==> config.mk <==
export PLATFORM = sky130hd
export DESIGN_NAME = seg_display_driver
export DESIGN_NICKNAME = d
export VERILOG_FILES = /design/src/rtl/seg_display_driver.sv
export SDC_FILE = /design/constraint.sdc
export NUM_CORES = 1
export LEC_CHECK = 0
export CAP_MARGIN = 20
export CORE_MARGIN = 8
export CORE_UTILIZATION = 45
export CTS_CLUSTER_SIZE = 16
export DETAILED_ROUTE_END_ITERATION = 10
export HOLD_SLACK_MARGIN = 0.03
export PLACE_DENSITY = 0.74
export SKIP_CTS_REPAIR_TIMING = 1
export SYNTH_ARGS = -nofsm -noshare
export SYNTH_HDL_FRONTEND = slang
export SYNTH_SLANG_ARGS = --single-unit
==> constraint.sdc <==
create_clock -name clk -period 2 [get_ports clk]
set_clock_uncertainty 0.05 [all_clocks]
set_input_delay 0.4 -clock clk [delete_from_list [all_inputs] [get_ports clk]]
set_output_delay 0.4 -clock clk [all_outputs]
set_load 0.01 [all_outputs]
==> src/rtl/seg_display_driver.sv <==
// Four-digit multiplexed 7-segment driver with anti-ghosting blank gaps.
// Scans digits 3,2,1,0 from a load-able 16-bit shadow message; all display
// outputs come straight from flip-flops.
module seg_display_driver #(
  parameter int unsigned DIGIT_CYCLES = 16,
  parameter int unsigned BLANK_CYCLES = 2
) (
  input  logic        clk,
  input  logic        reset,
  input  logic [15:0] msg,
  input  logic        load,
  output logic [3:0]  an,
  output logic [6:0]  seg,
  output logic        dp
);

  localparam int unsigned MAX_CYC    = (DIGIT_CYCLES > BLANK_CYCLES) ? DIGIT_CYCLES : BLANK_CYCLES;
  localparam int unsigned CNT_W      = (MAX_CYC > 1) ? $clog2(MAX_CYC) : 1;
  localparam int unsigned DIGIT_LAST = DIGIT_CYCLES - 1;
  localparam int unsigned BLANK_LAST = (BLANK_CYCLES > 0) ? BLANK_CYCLES - 1 : 0;

  localparam logic [0:0] ST_BLANK = 1'b0;
  localparam logic [0:0] ST_DRIVE = 1'b1;
  // With no blank gap the scan lives permanently in DRIVE.
  localparam logic [0:0] ST_AFTER_DRIVE = (BLANK_CYCLES == 0) ? ST_DRIVE : ST_BLANK;

  logic [0:0]       state_q, state_d;
  logic [1:0]       idx_q, idx_d;
  logic [CNT_W-1:0] cnt_q, cnt_d;
  logic [15:0]      shadow_q, shadow_d;
  logic [3:0]       an_q, an_d;
  logic [6:0]       seg_q, seg_d;

  // Hex to active-low a..g segment pattern.
  function automatic logic [6:0] seg_decode(input logic [3:0] code);
    logic [6:0] s;
    case (code)
      4'h0: s = 7'b0000001;
      4'h1: s = 7'b1001111;
      4'h2: s = 7'b0010010;
      4'h3: s = 7'b0000110;
      4'h4: s = 7'b1001100;
      4'h5: s = 7'b0100100;
      4'h6: s = 7'b0100000;
      4'h7: s = 7'b0001111;
      4'h8: s = 7'b0000000;
      4'h9: s = 7'b0000100;
      4'hA: s = 7'b0001000;
      4'hB: s = 7'b1100000;
      4'hC: s = 7'b0110001;
      4'hD: s = 7'b1000010;
      4'hE: s = 7'b0110000;
      default: s = 7'b0111000;
    endcase
    return s;
  endfunction

  // State, shadow and output registers; reset wins over load.
  always_ff @(posedge clk) begin
    if (reset) begin
      state_q  <= ST_AFTER_DRIVE;
      idx_q    <= 2'd3;
      cnt_q    <= '0;
      shadow_q <= '0;
      an_q     <= 4'hF;
      seg_q    <= 7'h7F;
    end else begin
      state_q  <= state_d;
      idx_q    <= idx_d;
      cnt_q    <= cnt_d;
      shadow_q <= shadow_d;
      an_q     <= an_d;
      seg_q    <= seg_d;
    end
  end

  // Scan sequencing and next output values from the current slot position.
  always_comb begin
    state_d  = state_q;
    idx_d    = idx_q;
    cnt_d    = cnt_q;
    shadow_d = load ? msg : shadow_q;
    an_d     = 4'hF;
    seg_d    = seg_decode(shadow_q[{idx_q, 2'b00} +: 4]);

    if (state_q == ST_BLANK) begin
      if (cnt_q == CNT_W'(BLANK_LAST)) begin
        state_d = ST_DRIVE;
        cnt_d   = '0;
      end else begin
        cnt_d = cnt_q + CNT_W'(1);
      end
    end else begin
      an_d = ~(4'b0001 << idx_q);
      if (cnt_q == CNT_W'(DIGIT_LAST)) begin
        state_d = ST_AFTER_DRIVE;
        cnt_d   = '0;
        idx_d   = idx_q - 2'd1;
      end else begin
        cnt_d = cnt_q + CNT_W'(1);
      end
    end
  end

  assign an  = an_q;
  assign seg = seg_q;
  assign dp  = 1'b1;

endmodule

==> results of run 1 <==
-- kinds of logic after synthesis --
logic type	count (synthesis)
and+or+nand+nor	45
DFF	34
muxes	25
buffers and inverters	16
AOI/OAI and AO/OA	13
adders and majority gates	12
xor gates and xnor gates	3
other	1
-- metal layers --
metal	share of wire [%]	wire length (µm)	GRT usage, %
met1	45	1329	11.89
met2	47	1396	18.97
met3	8.0	239	5.526
met4	0.50	15	5.000
met5	0	0	0
-- metrics by stage --
step	utilization [%]	hold WS, ns
after floorplan	-	0.3834
after global placement	56.95	0.3980
after detailed placement	56.95	0.4254
after CTS	58.31	0.4449
after global routing	58.35	0.4857
final	58.35	0.4376
-- registers in the layout, indices dropped and copies added, names as in the netlist --
| signal | flops |
|---|---|
| shadow_q | 16 |
| seg | 7 |
| an | 4 |
| cnt_q | 4 |
| idx_q | 2 |
| state_q | 1 |
-- power by group through the flow --
stage,registers [mW],clock network [mW],logic (mW)
CTS,0.751,0.351,0.235
finish,0.751,0.342,0.234
floorplan,0.768,0,0.132
global route,0.756,0.377,0.257
detailed placement,0.766,0,0.235
global placement,0.764,0,0.223
-- cell usage after synthesis, types with 2 or more instances --
| master | n | area, µm² |
|---|---|---|
| mux4_1 | 2 | 52.55 |
| ha_1 | 12 | 150.1 |
| inv_1 | 7 | 26.28 |
| buf_6 | 2 | 22.52 |
| o311ai_1 | 2 | 17.52 |
| nand3_1 | 5 | 25.02 |
| clkbuf_1 | 3 | 11.26 |
| buf_2 | 2 | 10.01 |
| nor2_1 | 24 | 90.09 |
| o221ai_1 | 2 | 17.52 |
| a21oi_1 | 3 | 15.01 |
| nand2_1 | 12 | 45.04 |
| o211ai_1 | 2 | 15.01 |
| xnor2_1 | 2 | 17.52 |
| dfxtp_1 | 34 | 680.7 |
| mux2_2 | 2 | 22.52 |
| mux4_2 | 2 | 45.04 |
| mux2i_1 | 19 | 190.2 |
-- layout make-up --
class	instances	area [µm²]
Tap cell	46	57.56
Multi-Input combinational cell	99	767.0
Clock buffer	7	45.04
Timing Repair Buffer	37	350.3
Sequential cell	34	681.9
Fill cell	303	1379
Inverter	8	30.03
-- worst min-delay path by stage --
stage | start | endpoint | slack (ns) | depth (start not counted)
2_1_floorplan | cnt_q[0] | cnt_q[0] | 0.38 | 1
3_3_place_gp | cnt_q[0] | cnt_q[0] | 0.40 | 1
3_5_place_dp | cnt_q[0] | cnt_q[0] | 0.43 | 1
4_1_cts | cnt_q[0] | cnt_q[0] | 0.44 | 1
5_1_grt | shadow_q[11] | shadow_q[11] | 0.49 | 2
6_report | cnt_q[0] | cnt_q[0] | 0.44 | 1
-- worst max-delay path, cell delays in order, from the launching register on --
cell and delay, ns:
dfxtp_2 0.39, mux4_2 0.58, ha_1 0.27, or3b_1 0.38, o221ai_1 0.08, nand2_1 0.07
==> flow_metrics.tcl, run 1 <==
set metrics [dict create \
    power_density_nw_per_um2 686.9 \
    ys_types 30 \
    final_cell_mix "dfxtp_1 (33), clkdlybuf4s50_1 (29), nor2_1 (24)" \
    globalplace.congestion 0.8263 \
    postRouteAntennaNets 0 \
    cp_max_fo 6 \
    yosys.area_share.simple_pct 12.38 \
    crit_type "reg2reg" \
    fin_area_um2 1932 \
    ys_warn_count 0 \
    synth_fa_ha_area_share_pct 9.772 \
    cap_violations 0 \
    insertion_delay_ns 0.33 \
    setup_viol_count_final 0 \
    mostFrequentLayoutCell "dfxtp_1" \
    grt_max_degree 17 \
    path_clk_slew_ns 0.10 \
    placed_cell_area_um2 1886 \
    max_freq_mhz 522.6 \
    core-area_um2 3311 \
    hold_path.class "reg2reg" \
    drv_slew 0 \
    synth_compound_area_share_pct 6.107 \
    synthMuxAreaShare_pct 20.20 \
    firstDrtPassIters 4 \
    globalRouteOverflowTotal 0 \
    io_pins 31 \
    status "completed" \
    dieHeight_um 74.43 \
    htree_levels 2 \
    area_growth_pct 25.73 \
    synth_flop_cell "dfxtp_1" \
    cts_tree "done" \
    cp-startpoint "idx_q[0]" \
    grt_usage_pct 11.40 \
    end_kind "register" \
    antenna_cells 0 \
    dieArea_um2 5540 \
    antenna_found_initial 0 \
    endpoint "seg[6]" \
    p_sw_uw 340.2 \
    core.rowCount 21 \
    pre_cts_ws_ns 0.03354 \
    clkSinkCount 34 \
    dp_hpwl_um 2361 \
    power_frac_comb_pct 17.6 \
    clkPwrFrac_pct 25.8 \
    yosysSeqAreaShare_pct 44.30 \
    ir_drop_mv 0.4362 \
    synth_edf_count 0 \
    r2r_slack_ns 0.09 \
    cts_root_buf "clkbuf_4" \
    final_cells 231 \
    grt_pass1_vias 1117 \
    ys_seq_elements 34 \
    start_util_pct 46.41 \
    required_ns 2.18 \
    internal_power_uw 986.7 \
    viasPerCell 4.957 \
    synth-xor-area-share_pct 1.710 \
    power.total_mw 1.327 \
    r2r_cells 5 \
    remaining_drc_errors 0 \
    start_kind "register" \
    synth_cells 149 \
    wirelength_um 2980 \
    place_inst 224 \
    num_vias 1145 \
    portBuffers 29 \
    fin_crit_sh_pct 95.67 \
    wl_per_cell_um 12.90 \
    power_frac_seq_pct 56.6 \
    grt_pass1_wl_um 4843 \
    cts_made_buffers 5 \
    drive_above_1_share_pct 10.81 \
    finalNetCount 216 \
    worstPathArrival_ns 2.09 \
    synth_top_family_by_area "multiplexers" \
    fp.dieW_um 74.43 \
    clockBufferDepth 2 \
    finalHoldViolCount 0 \
    p_leak_nw 0.8326 \
    r2r_start "idx_q[0]" \
    syn_area_per_cell_um2 10.31 \
    synthArstFlopShare_pct 0 \
    timing.final.crit_period_ns 1.913 \
    worst_slack_ns 0.08657 \
    synth_nets 180 \
    detail_route.iter0.violations 41 \
    synth_area_um2 1536 \
    setup_tns_ns 0 \
    r2r-end "seg[6]" \
    swShare_pct 25.64 \
]
Note: power is estimated with default switching activity, not from simulation.
==> inputs of run 2 (changes only) <==
--- a/config.mk
+++ b/config.mk
@@ -10,6 +10,7 @@
 export CORE_UTILIZATION = 45
 export CTS_CLUSTER_SIZE = 16
 export DETAILED_ROUTE_END_ITERATION = 10
+export GPL_TIMING_DRIVEN = 0
 export HOLD_SLACK_MARGIN = 0.03
 export PLACE_DENSITY = 0.74
 export SKIP_CTS_REPAIR_TIMING = 1
==> run 2 against run 1 <==
Net effect:
- non-clock buffer count rose by 3
- sequential share of layout area shrank 0.65 points
- register-to-register slack about the same
- sequential cell count unchanged
- critical path type unchanged
- count of clock-buffer cells in the layout decreased by 1
==> flow_metrics.tcl, run 2 (synthesized netlist as in run 1, its figures left out) <==
set metrics [dict create \
    slowest_delay_ns 0.58 \
    start_kind "register" \
    mostFrequentLayoutCell "dfxtp_1" \
    cp-startpoint "idx_q[0]" \
    end_kind "register" \
    drv_slew 0 \
    worstHoldEndpoint "cnt_q[0]" \
    max_freq_mhz 521.4 \
    wl_per_cell_um 13.07 \
    clockBufferDepth 2 \
    top_register "shadow_q" \
    hold_path.class "reg2reg" \
    cp_slowest_cell "mux4_2" \
    globalRouteOverflowTotal 0 \
    ff_latch_area_um2 681.9 \
    detail_route.iter0.violations 74 \
    internal_power_mw 1.014 \
    wirelength_um 3046 \
    cap_violations 0 \
    viasPerCell 4.953 \
    final_cell_mix "dfxtp_1 (33), clkdlybuf4s50_1 (28), nor2_1 (24)" \
    largest_register_ffs 16 \
    fin_crit_sh_pct 95.89 \
    power_frac_comb_pct 17.7 \
    multi_input_area_um2 782.0 \
    antenna_cells 0 \
    worstPathArrival_ns 2.09 \
    core-area_um2 3311 \
    antenna_found_initial 0 \
    power_density_nw_per_um2 684.5 \
    finalNetCount 219 \
    required_ns 2.17 \
    cts_root_buf "clkbuf_4" \
    clkSinkCount 34 \
    globalplace.congestion 0.8407 \
    firstDrtPassIters 4 \
    grt_pass1_wl_um 5092 \
    grt_usage_pct 12.24 \
    cts_made_buffers 5 \
    setup_viol_count_final 0 \
    cp_cell_sequence "buf_6, mux4_2, ha_4, or3b_1, o221ai_1, nand2_1" \
    grt_pass1_vias 1143 \
    grt_max_degree 11 \
    power.total_mw 1.347 \
    cts_tree "done" \
    drive_above_1_share_pct 13.37 \
    portBuffers 28 \
    hp-start "cnt_q[0]" \
    r2r_cells 6 \
    dieHeight_um 74.43 \
    p_sw_uw 333.3 \
    num_vias 1154 \
    fp.dieW_um 74.43 \
    r2r_start "idx_q[0]" \
    postRouteAntennaNets 0 \
    power_frac_seq_pct 55.6 \
    crit_type "reg2reg" \
    r2r_slack_ns 0.08 \
    start_util_pct 46.41 \
    cp_max_fo 5 \
    io_pins 31 \
    swShare_pct 24.74 \
    r2r-end "seg[6]" \
    clkPwrFrac_pct 26.7 \
    dieArea_um2 5540 \
    timing.final.crit_period_ns 1.918 \
    cp_top_family "multiplexers" \
    status "completed" \
    ir_drop_mv 0.4267 \
    core.rowCount 21 \
    htree_levels 2 \
    p_leak_nw 0.8413 \
    dp_hpwl_um 2420 \
    crit_buf_inv 1 \
    area_growth_pct 28.09 \
    finalHoldViolCount 0 \
    setup_tns_ns 0 \
    insertion_delay_ns 0.33 \
    hold_depth 1 \
    fillCellCount 297 \
    path_clk_slew_ns 0.09 \
    remaining_drc_errors 0 \
]
[run 2: changes by cell type in the layout (fill, tap and decap cells not counted), sizes merged]
| cell | change |
|---|---|
| buf | +1 |
| clkbuf | +2 |
| clkdlybuf4s50 | -1 |
[run 2: how the worst max path moves through the flow]
| stage | cells past startpoint | endpoint | slack [ns] |
|---|---|---|---|
| 3_3_place_gp | 6 | seg[6] | -0.03 |
| 6_report | 6 | seg[6] | 0.08 |
| 2_1_floorplan | 6 | seg[6] | 0.06 |
| 5_1_grt | 6 | seg[6] | -0.006 |
| 3_5_place_dp | 6 | seg[6] | -0.07 |
| 4_1_cts | 6 | seg[6] | -0.08 |
[run 2: layout make-up]
class	instances	area share [%]
Buffer	8	2.606
Inverter	8	1.526
Multi-Input combinational cell	99	39.73
Clock buffer	6	2.606
Tap cell	46	2.924
Sequential cell	34	34.65
Timing Repair Buffer	32	15.96
[run 2: metal layers]
metal  vias up  track usage [%]  routed length, µm
li1        583                -                  -
met2        33            21.49               1452
met5         -                0                  0
met4         0            5.870                 55
met3         6            5.256                246
met1       532            12.07               1291
[run 2: per-stage QoR]
step           instances  util, %  hold WS [ns]  worst slack [ns]  area, µm²
4_1_cts              229    57.94        0.4328          -0.07705       1918
6_report             233    59.45        0.4276           0.08218       1968
5_1_grt              233    59.45        0.4561         -0.005655       1968
3_5_place_dp         223    56.39        0.4118          -0.06500       1867
2_1_floorplan        149        -        0.3834           0.06262       1529
3_3_place_gp         223    56.39        0.3961          -0.03310       1867
[run 2: power groups by stage]
stage                     registers, mW  logic, mW  clock network, mW
after floorplan                   0.768      0.132                  0
after global placement            0.763      0.221                  0
after detailed placement          0.765      0.233                  0
after CTS                         0.749      0.233              0.376
after global routing              0.755      0.263              0.404
final                             0.749      0.239              0.359
==> inputs of run 3 (changes only) <==
--- a/config.mk
+++ b/config.mk
@@ -10,6 +10,7 @@
 export CORE_UTILIZATION = 45
 export CTS_CLUSTER_SIZE = 16
 export DETAILED_ROUTE_END_ITERATION = 10
+export GPL_ROUTABILITY_DRIVEN = 1
 export GPL_TIMING_DRIVEN = 0
 export HOLD_SLACK_MARGIN = 0.03
 export PLACE_DENSITY = 0.74
==> results of run 3 <==
Same layout as run 2: the final DEF is identical, and so are final timing and power.
